==> src/rtl/data_mem_arbiter_pkg.sv <==
// Shared definitions for the data-memory arbiter and the LSU formatting logic.
package memCtrlPkg;

  localparam logic [2:0] SIZE_B  = 3'b000;
  localparam logic [2:0] SIZE_H  = 3'b001;
  localparam logic [2:0] SIZE_W  = 3'b010;
  localparam logic [2:0] SIZE_BU = 3'b100;
  localparam logic [2:0] SIZE_HU = 3'b101;

  typedef enum logic [1:0] {
    IDLE,
    ACCESS,
    RESP
  } memStateT;

  localparam logic [31:0] DEFAULT_ADDR_ROM_1 = 32'h0010_0000;
  localparam logic [31:0] DEFAULT_ADDR_ROM_2 = 32'h0010_0004;

  function automatic logic sizeLegal(input logic [2:0] size);
    return size inside {SIZE_B, SIZE_H, SIZE_W, SIZE_BU, SIZE_HU};
  endfunction

endpackage

==> src/rtl/data_mem_arbiter_lsu_format.sv <==
// Combinational RISC-V load/store formatting: store byte lanes and data replication,
// load lane extraction with sign or zero extension.
module lsu_format
  import memCtrlPkg::*;
(
  input  logic [2:0]  size,
  input  logic [1:0]  addrLow,
  input  logic [31:0] storeData,
  input  logic [31:0] loadWord,
  output logic [3:0]  byteSelect,
  output logic [31:0] storeWord,
  output logic [31:0] loadData
);

  logic [31:0] shifted;

  always_comb begin
    shifted = loadWord >> {addrLow, 3'b000};

    // The unsigned variants share the width encoding in the low two bits.
    case (size[1:0])
      2'b00: begin
        byteSelect = 4'b0001 << addrLow;
        storeWord  = {4{storeData[7:0]}};
      end
      2'b01: begin
        byteSelect = 4'b0011 << addrLow;
        storeWord  = {2{storeData[15:0]}};
      end
      default: begin
        byteSelect = 4'hF;
        storeWord  = storeData;
      end
    endcase

    case (size)
      SIZE_B:  loadData = {{24{shifted[7]}}, shifted[7:0]};
      SIZE_H:  loadData = {{16{shifted[15]}}, shifted[15:0]};
      SIZE_BU: loadData = {24'h0, shifted[7:0]};
      SIZE_HU: loadData = {16'h0, shifted[15:0]};
      default: loadData = shifted;
    endcase
  end

endmodule

==> src/rtl/data_mem_arbiter.sv <==
// Two-port round-robin arbiter and load/store sequencer in front of the synchronous
// data memory; one request per IDLE -> ACCESS -> RESP pass.
module data_mem_arbiter
  import memCtrlPkg::*;
#(
  parameter logic [31:0] ADDR_ROM_1 = DEFAULT_ADDR_ROM_1,
  parameter logic [31:0] ADDR_ROM_2 = DEFAULT_ADDR_ROM_2,
  parameter int unsigned MEM_WORDS  = 1024
) (
  input  logic        clk,
  input  logic        resetN,
  input  logic [1:0]  reqValid,
  output logic [1:0]  reqReady,
  input  logic [1:0]  reqWrite,
  input  logic [2:0]  reqSize0,
  input  logic [2:0]  reqSize1,
  input  logic [31:0] reqAddr0,
  input  logic [31:0] reqAddr1,
  input  logic [31:0] reqWdata0,
  input  logic [31:0] reqWdata1,
  output logic [1:0]  rspValid,
  output logic [31:0] rspData,
  output logic        rspError,
  output logic        memReadEnable,
  output logic        memWriteEnable,
  output logic [3:0]  memReadByteSelect,
  output logic [3:0]  memWriteByteSelect,
  output logic [31:0] memAddress,
  output logic [31:0] memDataIn,
  input  logic [31:0] memDataOut,
  input  logic        memInvalidRead
);

  memStateT    state;
  logic        lastGrant;
  logic        grant;
  logic        writeQ;
  logic [2:0]  sizeQ;
  logic [31:0] addrQ;
  logic [31:0] wdataQ;

  logic        sel;
  logic        misaligned;
  logic        decodeErr;
  logic        isRom;
  logic        outOfRange;
  logic        accessErr;
  logic [3:0]  fmtByteSel;
  logic [31:0] fmtStore;
  logic [31:0] fmtLoad;

  lsu_format uFormat (
    .size       (sizeQ),
    .addrLow    (addrQ[1:0]),
    .storeData  (wdataQ),
    .loadWord   (memDataOut),
    .byteSelect (fmtByteSel),
    .storeWord  (fmtStore),
    .loadData   (fmtLoad)
  );

  // On a tie the port that did not win last time is granted.
  always_comb begin
    sel      = (reqValid == 2'b11) ? ~lastGrant : reqValid[1];
    reqReady = 2'b00;
    if (resetN && state == IDLE && reqValid != 2'b00) begin
      reqReady[sel] = 1'b1;
    end
  end

  always_comb begin
    misaligned = ((sizeQ == SIZE_H || sizeQ == SIZE_HU) && addrQ[0]) ||
                 (sizeQ == SIZE_W && addrQ[1:0] != 2'b00);
    decodeErr  = !sizeLegal(sizeQ) || misaligned;
    isRom      = (addrQ == ADDR_ROM_1) || (addrQ == ADDR_ROM_2);
    outOfRange = memInvalidRead || ({2'b00, addrQ[31:2]} >= MEM_WORDS);
    // ROM words sit outside the array but remain readable.
    accessErr  = decodeErr || (writeQ ? outOfRange : (outOfRange && !isRom));
  end

  always_comb begin
    memReadEnable      = 1'b0;
    memWriteEnable     = 1'b0;
    memReadByteSelect  = 4'h0;
    memWriteByteSelect = 4'h0;
    memAddress         = 32'h0;
    memDataIn          = 32'h0;
    if (state == ACCESS) begin
      memAddress = addrQ;
      if (!decodeErr) begin
        if (writeQ) begin
          memWriteEnable     = 1'b1;
          memWriteByteSelect = fmtByteSel;
          memDataIn          = fmtStore;
        end else begin
          memReadEnable     = 1'b1;
          memReadByteSelect = 4'hF;
        end
      end
    end
  end

  always_comb begin
    rspData = 32'h0;
    if (state == RESP && rspValid != 2'b00 && !writeQ && !rspError) begin
      rspData = fmtLoad;
    end
  end

  always_ff @(posedge clk or negedge resetN) begin
    if (!resetN) begin
      state     <= IDLE;
      lastGrant <= 1'b1;
      grant     <= 1'b0;
      writeQ    <= 1'b0;
      sizeQ     <= 3'b000;
      addrQ     <= 32'h0;
      wdataQ    <= 32'h0;
      rspValid  <= 2'b00;
      rspError  <= 1'b0;
    end else begin
      case (state)
        IDLE: begin
          if (reqValid != 2'b00) begin
            grant     <= sel;
            lastGrant <= sel;
            writeQ    <= reqWrite[sel];
            sizeQ     <= sel ? reqSize1 : reqSize0;
            addrQ     <= sel ? reqAddr1 : reqAddr0;
            wdataQ    <= sel ? reqWdata1 : reqWdata0;
            state     <= ACCESS;
          end
        end
        ACCESS: begin
          rspValid <= grant ? 2'b10 : 2'b01;
          rspError <= accessErr;
          state    <= RESP;
        end
        RESP: begin
          rspValid <= 2'b00;
          rspError <= 1'b0;
          state    <= IDLE;
        end
        default: state <= IDLE;
      endcase
    end
  end

endmodule

==> config.mk <==
export PLATFORM = sky130hd
export DESIGN_NAME = data_mem_arbiter
export DESIGN_NICKNAME = d
export VERILOG_FILES = /design/src/rtl/data_mem_arbiter_pkg.sv /design/src/rtl/data_mem_arbiter_lsu_format.sv /design/src/rtl/data_mem_arbiter.sv
export SDC_FILE = /design/constraint.sdc
export NUM_CORES = 1
export LEC_CHECK = 0
export CAP_MARGIN = 25
export CORE_MARGIN = 2
export CORE_UTILIZATION = 35
export CTS_CLUSTER_DIAMETER = 150
export CTS_CLUSTER_SIZE = 24
export DETAILED_ROUTE_END_ITERATION = 10
export PLACE_DENSITY = 0.84
export REMOVE_ABC_BUFFERS = 1
export SLEW_MARGIN = 20
export SYNTH_ARGS = -nofsm -noshare
export SYNTH_HDL_FRONTEND = slang
export SYNTH_SLANG_ARGS = --single-unit
==> constraint.sdc <==
create_clock -name clk -period 4.1 [get_ports clk]
set_input_delay 0.82 -clock clk [delete_from_list [all_inputs] [get_ports clk]]
set_output_delay 0.82 -clock clk [all_outputs]
set_load 0.05 [all_outputs]
Word-level counts from Yosys, hierarchy flattened
Cells that the tools add are included.

Bits in registers: 75. Output and inout bits: 111. Word-level logic and storage cells: 90.

Magnitude comparators: 3. Equality and inequality tests: 11. Shifts and indexed selects: 3. Muxes and demuxes: 35. Bitwise operators: 1. Reductions and logical operators: 28.

Operator list (count): $mux 32 (7); $pmux 32 s4 (1); $eq 32x21->1 const B (2); $pmux 32 s2 (1); $shr 32x5->32 (1); $ge 30x11->1 const B (1); $mux 4 (6); $mux 1 (11); $logic_and 1x1->1 (9); $pmux 2 s2 (2); $pmux 4 s2 (1); $reduce_bool 2->1 (4); $eq 3x3->1 const B (2); $logic_or 1x1->1 (6); $mux 2 (3); $reduce_bool 5->1 (1); $eq 2x1->1 const B (2); $eq 2x2->1 const B (2); $logic_not 1->1 (4); $logic_not 2->1 (2); $shl 1x2->4 const A (1); $shl 2x2->4 const A (1); $eq 3x1->1 const B (1); $eq 3x2->1 const B (1); 9 further kinds (9).

Logic depth before layout (Yosys ltp)
Depth after elaboration: 7. Mapped depth: 8. Gate-level depth less buffers: 6.

Modules after synthesis
Synthesis repeated with hierarchy kept, for this count alone.

Cells, all modules: 654. Area, all modules: 5586.6 um^2.

Modules (own cells, without submodules): data_mem_arbiter (times used 1, cells each 463, area an instance 4314.1 um^2, sequential area each 1878.1 um^2); lsu_format (times used 1, cells each 191, area an instance 1272.5 um^2, sequential area each 0.0 um^2).

Worst setup path before layout
No wires, ideal clock.

Kind: register to output. From: reg rspError. To: out rspData[16]. Data arrival time: 2515 ps. Setup slack: 765 ps. Stages on the path, launching flop included: 6. Buffers on the path: 1. Cell sequence: dfrtp_1 nor2_1 o211ai_2 or3_1 clkbuf_1 o21ai_0.

Word-level cells in the longest chain between the ends: 3.

Ends and longest elaborated chain: from (decl) (RTL line data_mem_arbiter.sv:23) `output logic rspError,`; from (signal assigned) (RTL line data_mem_arbiter.sv:136) `rspError <= accessErr;`; $logic_not 1->1 (RTL line data_mem_arbiter.sv:105) `if (state == RESP && rspValid != 2'b00 && !writeQ && !rspError) begin`; $logic_and 1x1->1 (RTL line data_mem_arbiter.sv:105); $mux 32 (RTL line data_mem_arbiter.sv:105); to (decl) (RTL line data_mem_arbiter.sv:22) `output logic [31:0] rspData,`.

Every way passes these cells.

Worst setup path in the final report
From: reg addrQ[1]. To: out rspData[17].

Word-level cells in the longest chain between the ends: 3.

Ends and longest elaborated chain: from (decl) (RTL line data_mem_arbiter.sv:39) `logic [31:0] addrQ;`; from (signal assigned) (RTL line data_mem_arbiter.sv:129) `addrQ <= sel ? reqAddr1 : reqAddr0;`; $shr 32x5->32 (RTL line data_mem_arbiter_lsu_format.sv:18) `shifted = loadWord >> {addrLow, 3'b000};`; $pmux 32 s4 (RTL line data_mem_arbiter_lsu_format.sv:36) `case (size)`; $mux 32 (RTL line data_mem_arbiter.sv:105).

Every way passes these cells.

==> reports/summary.txt <==
placement-stage cell area -> 0.008401 sq mm
commonest non-fill, non-tap cell in the layout -> clkdlybuf4s50_1
worst skew pair latency -> 0.33 ns
reg2reg start -> state[0]$_DFFE_PN0P_
root buffer cell -> clkbuf_16
Final setup violation count -> 0
Initial Utilization -> 0.3547
maximum buffer depth of the clock tree -> 2
Resize count post-CTS -> 0
area grow syn2layout -> 70.93%
Worst Path Arrival -> 2.77 ns
Worst Path Max Fanout -> 20
H-tree levels -> 3
Die Y -> 124.7 um
initial antenna violation count -> 0
filler cell count -> 1249
post-layout util -> 0.6062
Die ar. -> 0.01554 sq mm
row count -> 44
Routed Antenna Nets -> 0
# port buffers -> 283
Syn Area/Cell -> 8.341 sq um
most frequent cells in the layout -> 214 x clkdlybuf4s50_1, 120 x nand2_1, 101 x mux2i_1, 86 x o21ai_0, 74 x dfrtp_1
post-synthesis sequential area ratio -> 0.3685
GP Congestion -> 0.8985
core area -> 0.01437 sq mm
worst slew pin tran -> 0.7776 ns
gr ovfl total -> 0
largest net degree at the start of global routing -> 97
CP cell instances -> mux2i_1, o2bb2ai_1, and2_1, o21ai_2, o21ai_0, buf_4
Post-synth EDFFs -> 0
critical path class -> reg -> out
post-synthesis cell area -> 0.005096 sq mm
Top FF cell, synth -> dfrtp_1
clk slew on worst S/H paths -> 0.06 ns
vias in the first global route -> 5152
Data required, critical path -> 3.28 ns
final instance area -> 0.008711 sq mm
Slew headroom -> 0.4816
total count of hold-check failures in the final report -> 0
Post-synth ARST share -> 1.000
nets@finish -> 1043
CTS tree -> built
first-pass GRT wire length -> 27340 um
Avg Vias per Cell -> 5.012
Clock Skews -> 0.008022 ns
Num Clock Sinks -> 75
Synth Instances -> 611
Buffers & Inverters on Critical Path -> 1
via count -> 5293
post-layout min period -> 3.585 ns
reg2reg path depth -> 6
YS warnings -> 0
Routed WL per cell -> 16.43 um
CTS Buf Count -> 9
DRC -> 0
Max Freq -> 278.9 MHz
Setup TNS Final -> 0 ns
Netlist cell types -> 40
HPWL after detailed placement -> 13650 um
reg-to-reg endpoint -> addrQ[17]$_DFFE_PN0P_
min-delay worst type -> in -> async
Multi-input gate area -> 0.002954 sq mm
Total Wirelength -> 17350 um
quantity of hold-fixing buffers added after cts -> 0
diode count -> 0
total of max-cap violations -> 0
router iterations before antenna repair -> 4
crit path launch -> addrQ[1]$_DFFE_PN0P_
unrepaired setup endpoints after global routing -> no
R2R setup slack -> 1.76 ns
Die Span X -> 124.7 um
Iteration-0 DRC Markers -> 267
Storage cell area -> 0.001878 sq mm
CP Capture Type -> output port
gr usage total -> 0.2196
CP delay by family, top -> compound AO/OA/AOI/OAI gates
worst hold slack -> 0.4146 ns
Setup crit start kind -> register
Leakage -> 3.702 nW
crit-path max cell delay -> 0.83 ns
fin crit share -> 0.8745
max-slew violation count -> 0
Max stage delay cell, worst path -> dfrtp_1
Yosys reg bits -> 75
Top Ports -> 284
outcome -> finished clean
setup bufs post-CTS -> 0
Peak VDD IR -> 0.2811 mV
share of cells above drive strength 1 -> 0.1319
pwr dens -> 633.6 mW/mm^2
worst max-delay path by stage:
stage	depth (start not counted)	slack, ns	end
after global placement	6	0.58	rspData[11]
final	6	0.51	rspData[17]
after detailed placement	6	0.55	rspData[11]
after CTS	6	0.52	rspData[16]
after floorplan	2	-6.93	reqReady[0]
after global routing	6	0.35	rspData[19]
per-stage QoR:
stage,std cells,power (mW),setup slack (ns)
floorplan,558,3.555,-6.927
global placement,1039,4.657,0.5825
detailed placement,1039,4.752,0.5497
CTS,1055,5.564,0.5205
global route,1056,5.895,0.3510
finish,1056,5.519,0.5147
Yosys cell counts, types with 2 or more instances:
| library cell | n | area share |
|---|---|---|
| clkbuf_1 | 23 | 0.017 |
| buf_6 | 2 | 0.0044 |
| o21ai_0 | 86 | 0.084 |
| dfrtp_1 | 74 | 0.36 |
| mux2i_1 | 101 | 0.20 |
| a211oi_1 | 14 | 0.021 |
| or4_1 | 2 | 0.0029 |
| o21ai_2 | 2 | 0.0034 |
| nor4_1 | 3 | 0.0037 |
| inv_1 | 6 | 0.0044 |
| and2_1 | 41 | 0.050 |
| buf_1 | 2 | 0.0015 |
| nand3_1 | 2 | 0.0020 |
| a21oi_2 | 8 | 0.014 |
| nor2_1 | 38 | 0.028 |
| nand3b_1 | 2 | 0.0029 |
| o21ai_1 | 2 | 0.0020 |
| buf_2 | 19 | 0.019 |
| nor2b_1 | 8 | 0.0098 |
| nand2_1 | 120 | 0.088 |
| or3_1 | 2 | 0.0025 |
| nor3_1 | 4 | 0.0039 |
| a31oi_1 | 2 | 0.0025 |
| a21boi_0 | 2 | 0.0029 |
| mux2_2 | 2 | 0.0044 |
| buf_4 | 7 | 0.010 |
| o2bb2ai_1 | 2 | 0.0034 |
| ha_1 | 3 | 0.0074 |
| a21oi_1 | 21 | 0.021 |
power breakdown:
part           switching (mW)  internal [mW]  leakage [nW]
clock                   0.296          0.505         0.147
sequential              0.357           1.11         0.917
combinational            1.99           1.26          2.64
per-layer routing:
layer,vias to the layer above,track usage,routed length [um]
li1,2612,-,-
met1,2470,0.2633,6800
met2,193,0.4034,9248
met3,18,0.04124,1068
met4,0,0.05420,238
met5,-,0,0
logic make-up (layout without fill, tap and decap cells):
logic type / count (synthesis) / after routing / share of synthesized area
AND/OR/NAND/NOR: 229 / 229 / 0.2057
flip-flops: 75 / 75 / 0.3685
adder cells (fa/ha/maj): 3 / 3 / 0.007366
multiplexers: 103 / 103 / 0.2028
buffers and inverters: 59 / 320 / 0.05622
AO/OA/AOI/OAI: 142 / 142 / 0.1593
cell type report:
type	count	share of cell area
inverter	6	0.002585
sequential	75	0.2156
clock inverter	2	0.004022
tap	184	0.02643
clock buffer	14	0.03031
timing repair buffer	298	0.3819
multi-input combinational	477	0.3391
registers in the layout (all words and copies together), names as in the netlist:
| signal | count |
|---|---|
| sizeQ | 3 |
| lastGrant | 1 |
| rspValid | 2 |
| writeQ | 1 |
| grant | 1 |
| rspError | 1 |
| addrQ | 32 |
| wdataQ | 32 |
| state | 2 |
Power figures use the tool's default switching activity.
